==> src/rtl/axi_vdma_pkg.sv <==
// Shared AXI constants and read-engine state encoding for the VDMA read path.
package axi_vdma_pkg;

    localparam logic [1:0] AXI_BURST_INCR  = 2'b01;
    localparam logic [1:0] AXI_RESP_OKAY   = 2'b00;
    localparam int         AXI_BOUNDARY_4K = 4096;
    localparam int         AXI_MAX_BURST   = 256;

    localparam logic [1:0] ST_IDLE_ENC = 2'd0;
    localparam logic [1:0] ST_ADDR_ENC = 2'd1;
    localparam logic [1:0] ST_DATA_ENC = 2'd2;
    localparam logic [1:0] ST_FSH_ENC  = 2'd3;

    typedef enum logic [1:0] {
        ST_IDLE = ST_IDLE_ENC,
        ST_ADDR = ST_ADDR_ENC,
        ST_DATA = ST_DATA_ENC,
        ST_FSH  = ST_FSH_ENC
    } rd_state_t;

endpackage

==> src/rtl/rd_burst_len_calc.sv <==
// Sub-burst length: min(remaining beats, MAX_BURST, beats left before the next 4 KB page).
module rd_burst_len_calc
    import axi_vdma_pkg::*;
#(
    parameter int DATA_WIDTH = 128,
    parameter int LSIZE      = 9,
    parameter int MAX_BURST  = AXI_MAX_BURST,
    parameter int LEN_W      = $clog2(MAX_BURST) + 1
) (
    input  logic [11:0]      page_off,
    input  logic [LSIZE-1:0] remaining,
    output logic [LEN_W-1:0] sub_len
);

    localparam int SHIFT = $clog2(DATA_WIDTH / 8);
    localparam int CW    = (LSIZE > 13) ? LSIZE : 13;

    logic [CW-1:0] to_bound;
    logic [CW-1:0] rem_ext;
    logic [CW-1:0] lim;

    always_comb begin
        to_bound = (CW'(AXI_BOUNDARY_4K) - CW'(page_off)) >> SHIFT;
        rem_ext  = CW'(remaining);
        lim      = to_bound;
        if (lim > CW'(MAX_BURST)) lim = CW'(MAX_BURST);
        if (rem_ext < lim) lim = rem_ext;
        sub_len = LEN_W'(lim);
    end

endmodule

==> src/rtl/axi_read_burst_master.sv <==
// AXI4 read burst engine: splits requests into 4 KB-safe AR bursts and streams R beats to the read FIFO.
// Optional read-error checking is enabled with `define AXI_RD_ERR_CHECK_EN.
module axi_read_burst_master
    import axi_vdma_pkg::*;
#(
    parameter int ADDR_WIDTH = 32,
    parameter int DATA_WIDTH = 128,
    parameter int LSIZE      = 9,
    parameter int MAX_BURST  = AXI_MAX_BURST
) (
    input  logic                  clock,
    input  logic                  rst_n,
    input  logic                  fsync,
    input  logic [ADDR_WIDTH-1:0] base_addr,
    input  logic                  burst_req,
    input  logic                  tail_req,
    input  logic [LSIZE-1:0]      req_len,
    output logic                  resp,
    output logic                  done,
    output logic [ADDR_WIDTH-1:0] araddr,
    output logic [7:0]            arlen,
    output logic [2:0]            arsize,
    output logic [1:0]            arburst,
    output logic                  arvalid,
    input  logic                  arready,
    input  logic [DATA_WIDTH-1:0] rdata,
    input  logic [1:0]            rresp,
    input  logic                  rlast,
    input  logic                  rvalid,
    output logic                  rready,
    output logic                  fifo_wr_en,
    output logic [DATA_WIDTH-1:0] fifo_wr_data,
    input  logic                  fifo_full,
    output logic                  rd_err
);

    localparam int SIZE_LOG2 = $clog2(DATA_WIDTH / 8);
    localparam int LEN_W     = $clog2(MAX_BURST) + 1;

    rd_state_t             state, state_nxt;
    logic [ADDR_WIDTH-1:0] cur_addr;
    logic [LSIZE-1:0]      remaining;
    logic [LEN_W-1:0]      sub_len, sub_len_q, beat_cnt;
    logic                  fsync_pend;
    logic                  reload, take_req, ar_hs, r_hs, last_beat;

    rd_burst_len_calc #(
        .DATA_WIDTH (DATA_WIDTH),
        .LSIZE      (LSIZE),
        .MAX_BURST  (MAX_BURST),
        .LEN_W      (LEN_W)
    ) u_len_calc (
        .page_off  (cur_addr[11:0]),
        .remaining (remaining),
        .sub_len   (sub_len)
    );

    assign arsize       = 3'(SIZE_LOG2);
    assign arburst      = AXI_BURST_INCR;
    assign rready       = (state == ST_DATA) && !fifo_full;
    assign ar_hs        = arvalid && arready;
    assign r_hs         = rvalid && rready;
    assign fifo_wr_en   = r_hs;
    assign fifo_wr_data = rdata;
    assign last_beat    = (beat_cnt == sub_len_q - LEN_W'(1));
    // A deferred frame start is applied while leaving FSH so IDLE already sees the new base.
    assign reload       = ((state == ST_IDLE) || (state == ST_FSH)) && (fsync || fsync_pend);
    assign take_req     = (state == ST_IDLE) && !reload && (burst_req || tail_req);

    always_ff @(posedge clock) begin
        if (!rst_n) state <= ST_IDLE;
        else        state <= state_nxt;
    end

    always_comb begin
        state_nxt = state;
        case (state)
            ST_IDLE: if (take_req) state_nxt = ST_ADDR;
            ST_ADDR: begin
                if (remaining == '0) state_nxt = ST_FSH;
                else if (ar_hs)      state_nxt = ST_DATA;
            end
            ST_DATA: begin
                if (r_hs && last_beat) state_nxt = (remaining == '0) ? ST_FSH : ST_ADDR;
            end
            ST_FSH:  state_nxt = ST_IDLE;
            default: state_nxt = ST_IDLE;
        endcase
    end

    always_ff @(posedge clock) begin
        if (!rst_n) begin
            resp       <= 1'b0;
            done       <= 1'b0;
            arvalid    <= 1'b0;
            araddr     <= '0;
            arlen      <= '0;
            cur_addr   <= '0;
            remaining  <= '0;
            beat_cnt   <= '0;
            sub_len_q  <= '0;
            fsync_pend <= 1'b0;
        end else begin
            resp <= take_req;
            done <= (state != ST_FSH) && (state_nxt == ST_FSH);
            if (reload) begin
                cur_addr   <= base_addr;
                fsync_pend <= 1'b0;
            end else if (fsync) begin
                fsync_pend <= 1'b1;
            end
            if (take_req) remaining <= req_len;
            if (state == ST_ADDR) begin
                if (!arvalid && remaining != '0) begin
                    arvalid <= 1'b1;
                    araddr  <= cur_addr;
                    arlen   <= 8'(sub_len - LEN_W'(1));
                end else if (ar_hs) begin
                    arvalid   <= 1'b0;
                    cur_addr  <= cur_addr + (ADDR_WIDTH'(sub_len) << SIZE_LOG2);
                    remaining <= remaining - LSIZE'(sub_len);
                    sub_len_q <= sub_len;
                    beat_cnt  <= '0;
                end
            end
            if (r_hs) beat_cnt <= beat_cnt + LEN_W'(1);
        end
    end

`ifdef AXI_RD_ERR_CHECK_EN
    // rlast is cross-checked against the engine's own beat count, never used to end a burst.
    always_ff @(posedge clock) begin
        if (!rst_n)     rd_err <= 1'b0;
        else if (fsync) rd_err <= 1'b0;
        else if (r_hs && ((rresp != AXI_RESP_OKAY) || (rlast != last_beat))) rd_err <= 1'b1;
    end
`else
    logic unused_r_status;
    assign unused_r_status = ^{rresp, rlast};
    assign rd_err          = 1'b0;
`endif

endmodule

==> config.mk <==
export PLATFORM = sky130hd
export DESIGN_NAME = axi_read_burst_master
export DESIGN_NICKNAME = d
export VERILOG_FILES = /design/src/rtl/axi_vdma_pkg.sv /design/src/rtl/rd_burst_len_calc.sv /design/src/rtl/axi_read_burst_master.sv
export SDC_FILE = /design/constraint.sdc
export NUM_CORES = 1
export LEC_CHECK = 0
export ABC_AREA = 1
export CAP_MARGIN = 20
export CORE_AREA = 2 2 139 141
export DETAILED_ROUTE_END_ITERATION = 10
export DIE_AREA = 0 0 141 143
export PLACE_DENSITY = 0.75
export SYNTH_ARGS = -nofsm -noshare
export SYNTH_HDL_FRONTEND = slang
export SYNTH_SLANG_ARGS = --single-unit
==> constraint.sdc <==
create_clock -name clock -period 9.97 [get_ports clock]
set_input_delay 1.4955 -clock clock [delete_from_list [all_inputs] [get_ports clock]]
set_output_delay 1.4955 -clock clock [all_outputs]
set_load 0.01 [all_outputs]
======== Word-level counts from Yosys, hierarchy flattened ========
Index checks and enable logic that the tools add are counted.
operators by class
  $add $sub $neg .......................... 6
  $lt $le $gt $ge ......................... 2
  equal/unequal tests ..................... 7
  multiplexer cells ....................... 22
  bitwise operators ....................... 2
  reductions and logical operators ........ 26
operator list
  cell                    number
  $mux 32                 4
  $mux 9                  10
  $add 32x13->32          1
  $lt 9x13->1             1
  $sub 13x12->13 const A  1
  $mux 2                  5
  $add 9x1->9 const B     1
  $eq 9x9->1              1
  $gt 9x9->1 const B      1
  $logic_and 1x1->1       9
  $logic_not 9->1         1
  $reduce_bool 9->1       1
  $sub 9x1->9 const B     1
  $sub 9x9->9             1
  $pmux 2 s4              1
  $sub 8x1->8 const B     1
  $eq 2x2->1 const B      3
  $reduce_and 3->1        2
  $reduce_bool 2->1       3
  $ne 2x2->1 const B      2
  $reduce_and 2->1        2
  $logic_not 1->1         3
  $logic_or 1x1->1        3
  $eq 2x1->1 const B      1
  4 further kinds         6
word-level totals
  bits in registers ....................... 105
  bits of input ports ..................... 180
  output and inout port bits .............. 179
  logic and storage cells ................. 76

======== Longest topological paths before layout ========
  depth in word-level cells ............... 10
  gate-level depth with buffers ........... 33
  gate-level depth less buffers ........... 32

======== By module ========
Synthesis repeated with hierarchy kept, for this count alone.
unflattened totals
  cells, all modules ...................... 1134
  area, all modules ....................... 7631.1 um^2
modules (own cells, without submodules)
  module                 times used  cells an instance  area an instance (um^2)  sequential area each (um^2)
  axi_read_burst_master  1           1026               7055.5                   2102.0
  rd_burst_len_calc      1           108                575.6                    0.0

======== Least setup slack after synthesis ========
OpenSTA, ideal clock, no wires.
  kind .................................... reg-to-reg
  start ................................... reg cur_addr[0]
  end ..................................... reg cur_addr[22]
  setup time .............................. 0.115 ns
  data arrival time ....................... 3.671 ns
  data required time ...................... 9.855 ns
  setup slack ............................. 6.183 ns
  cell stages (with the launch flop) ...... 31
  path buffers ............................ 1
  period minus slack after synthesis ...... 3.787 ns
  cell sequence ........................... dfxtp_1 > nor2_4 > nand4_2 > nor2_2 > nand2_2 > nor2_2 > inv_1 > and2_1 > inv_1 > ha_1 > nand2_1 > nor2_1 > a211oi_4 > nand2_4 > buf_12 > nand2_4 > nand2_4 > inv_2 > ha_1 > fa_1 > inv_1 > o21ai_1 > nand2_1 > nand2_2 > a21oi_2 > nor2_1 > nand2_2 > o21ai_0 > nand2_1 > o21ai_0 > inv_1
between the ends
  cells in the longest elaborated chain, start to end .. 9
RTL lines
  what                      RTL line                      text
  start: declaration        axi_read_burst_master.sv:41   logic [ADDR_WIDTH-1:0] cur_addr;
  start signal: assignment  axi_read_burst_master.sv:107  cur_addr <= base_addr;
  start signal: assignment  axi_read_burst_master.sv:120  cur_addr <= cur_addr + (ADDR_WIDTH'(sub_len) << SIZE_LOG2);
  $sub 13x12->13 *          rd_burst_len_calc.sv:23       to_bound = (CW'(AXI_BOUNDARY_4K) - CW'(page_off)) >> SHIFT;
  $gt 9x9->1                rd_burst_len_calc.sv:26       if (lim > CW'(MAX_BURST)) lim = CW'(MAX_BURST);
  $mux 9 *                  rd_burst_len_calc.sv:26
  $lt 9x13->1               rd_burst_len_calc.sv:27       if (rem_ext < lim) lim = rem_ext;
  $mux 9 *                  rd_burst_len_calc.sv:27
  via sub_len[0]            axi_read_burst_master.sv:43   logic [LEN_W-1:0] sub_len, sub_len_q, beat_cnt;
  $add 32x13->32 *          axi_read_burst_master.sv:120
  $mux 32 *                 axi_read_burst_master.sv:118  end else if (ar_hs) begin
  $mux 32 *                 axi_read_burst_master.sv:114  if (!arvalid && remaining != '0) begin
  $mux 32 *                 axi_read_burst_master.sv:113  if (state == ST_ADDR) begin
Mark *: on every way through the listed nets, which the timed path passes. The rest lies on a longest branch.
A chain may end at the register's enable or synchronous reset.

======== Final worst setup path ========
  start ................................... reg cur_addr[4]
  end ..................................... reg cur_addr[28]
Same word-level chain as after synthesis.

==> flow_summary.yaml <==
critical_path:
  cp.required_ps: 10270
  cp_slowest_cell: "a211oi_4"
  reg2reg_slack_ps: 5420
  r2r-end: "cur_addr[28]"
  crit_type: "reg -> reg"
  reg2reg_depth: 30
  crit_fanout: 12
  r2r-start: "cur_addr[4]"
  endpoint_kind: "flop"
  cp.arrival_ps: 4850
  slowest_delay_ps: 390
  start_kind: "flop"
grt:
  grt_pass1_wl_um: 29600
  grt_start_max_net_pins: 76
  grt_usage_pct: 18.2
  grt-ovfl-total: 0
  grt_pass1_vias: 5945
  antenna_found_initial: 0
placement:
  place.gp.congestion: 0.913
  place_hpwl_um: 12800
  place_area_um2: 7410
  portBuffers: 93
  pre_cts_ws_ps: 5480
cts:
  cts_resized: 0
  cts_buffers: 9
  h-tree-depth: 3
  clk_latency_ps: 370
  cts_tree: "yes"
  post_cts_buffers: 0
  clock-sinks: 105
  cts_root_buf: "clkbuf_16"
  clock_path_buffers: 2
  clk_pin_slew_worst_paths_ps: 70
  cts_hold_buffers: 0
min_path:
  holdCritStartpoint: "araddr[11]"
  hold_depth: 2
  hp-class: "reg -> reg"
  worstHoldEndpoint: "araddr[11]"
timing:
  drv_slew: 0
  max_slew_margin_pct: 49.7
  fin_ws_ps: 5420
  finalCriticalPeriod_ps: 4550
  finalSetupTns_ps: 0
  tightest_slew_ps: 752
  period_share_pct: 45.7
  skew_ps: 12.1
  setup_violations: 0
  hold_viol: 0
  max_freq_mhz: 220
  rsz0062_at_grt: "no"
synthesis:
  synthTopCellsByArea: "dfxtp_1 29%, buf_4 14%, nand2_1 7.6%, inv_1 6.5%, o21ai_0 6.2%"
  synth_enable_flop_cells: 0
  synth_area_per_cell_um2: 7.06
  ys.flop_type: "dfxtp_1"
  synthesis.area_um2: 7290
  ys_warn_count: 0
  ys_seq_elements: 105
  synth_top_area_share_pct: 28.8
  syn_inst: 1033
  ys_seq_area_share_pct: 28.8
  yosysMostFrequentCell: "nand2_1"
  synth_cell_type_count: 54
  synth_common_cells: "147 x nand2_1, 134 x buf_4, 126 x inv_1"
  synth-async-reset-ratio_pct: 0
  yosysTopAreaCell: "dfxtp_1"
route:
  drc: 0
  drtPass1Iterations: 5
  ant_nets: 0
  routed_wl_um: 17800
  drt_iter0_drc: 326
  vias: 6233
  wl_per_cell_um: 14.6
  avgViaCountPerCell: 5.11
floorplan:
  rows: 50
  dieArea_um2: 20200
  num_io_pins: 359
  die_h_um: 143
  start_util_pct: 39.2
  core-area_um2: 18600
  die_width_um: 141
flow_run:
  maxCapViolations: 0
cells_and_area:
  area_growth_pct: 6.78
  antenna_cells: 0
  fin_nets: 1195
  final_core_util_pct: 41.9
  drive_above_1_share_pct: 7.40
  final_cell_area_um2: 7780
power:
  power_density_nw_per_um2: 334
  leakage_nw: 3.43
  power_mw: 2.60
  vdd_drop_max_v: 0.000146
status:
  status: "finished, final reports clean"
==> through the flow <==
stage                     hold WS [ps]  instances
after floorplan                    454       1037
after global placement             466       1202
after detailed placement           475       1202
after CTS                          492       1218
after global routing               515       1220
final                              485       1220
==> cells by family after synthesis <==
logic type	synth area share, %
compound gates	18.6
xor+xnor	2.40
fa+ha+maj	6.04
buf+inv	22.5
flops	28.8
other cells	0.103
simple gates	21.6
==> sequential cells by signal, indices dropped and copies added (netlist names) <==
| register | flops |
|---|---|
| resp | 1 |
| araddr | 32 |
| done | 1 |
| fsync_pend | 1 |
| state | 2 |
| arlen | 8 |
| cur_addr | 32 |
| remaining | 9 |
| sub_len_q | 9 |
| beat_cnt | 9 |
| arvalid | 1 |
==> layout by cell type (no fill, tap or decap), drive strengths merged, types with 4 or more instances in the layout <==
| master | synthesis | routed |
|---|---|---|
| a211oi | 6 | 6 |
| a21oi | 80 | 80 |
| a31oi | 9 | 9 |
| buf | 145 | 8 |
| clkbuf | 22 | 9 |
| clkdlybuf4s50 | 0 | 92 |
| conb | 2 | 6 |
| dfxtp | 105 | 105 |
| ha | 32 | 32 |
| inv | 128 | 131 |
| nand2 | 167 | 167 |
| nand3 | 40 | 40 |
| nand4 | 10 | 10 |
| nor2 | 102 | 102 |
| nor3 | 16 | 16 |
| o211ai | 6 | 6 |
| o21ai | 92 | 92 |
| o221ai | 16 | 16 |
| o22ai | 6 | 6 |
| or2 | 4 | 4 |
| xnor2 | 7 | 7 |
| xor2 | 13 | 13 |
==> layout make-up <==
class | count | area (um2)
repair buffers | 100 | 1010
clock buffers | 9 | 225
clock inverters | 7 | 98.8
inverters | 129 | 484
fillers | 1886 | 10800
multi-input cells | 636 | 3570
flip-flops and latches | 105 | 2100
well taps | 234 | 293
==> critical path, delay by kind of cell (launching register included) <==
| kind | cells | cell delay [ps] |
|---|---|---|
| and+or+nand+nor | 18 | 2180 |
| AOI/OAI and AO/OA | 4 | 800 |
| adders and majority gates | 3 | 630 |
| DFF | 1 | 340 |
| buffers and inverters | 5 | 500 |
==> routing by layer <==
layer  up-vias  routed length, um  part of all wire [%]  global-route usage, %
met5         -                  0                     0                      0
li1       3133                  -                     -                      -
met2       193               7990                    45                   29.5
met3        39               1270                   7.1                   4.59
met1      2868               8200                    46                   23.8
met4         0                318                   1.8                   5.58
==> where the power goes <==
part	internal, mW	switching [mW]
logic	0.595	0.907
registers	0.572	0.130
clock network	0.223	0.177
==> worst max path at each step <==
stage                start      endpoint  slack [ps]  cells after the start
2_1_floorplan  cur_addr[0]  cur_addr[22]        6180                     30
3_3_place_gp     fifo_full    fifo_wr_en        5450                      5
3_5_place_dp     fifo_full    fifo_wr_en        5480                      5
4_1_cts        cur_addr[1]  cur_addr[28]        5450                     30
5_1_grt        cur_addr[0]  cur_addr[28]        4910                     30
6_report       cur_addr[4]  cur_addr[28]        5420                     30
Note: power is estimated with default switching activity, not from simulation.
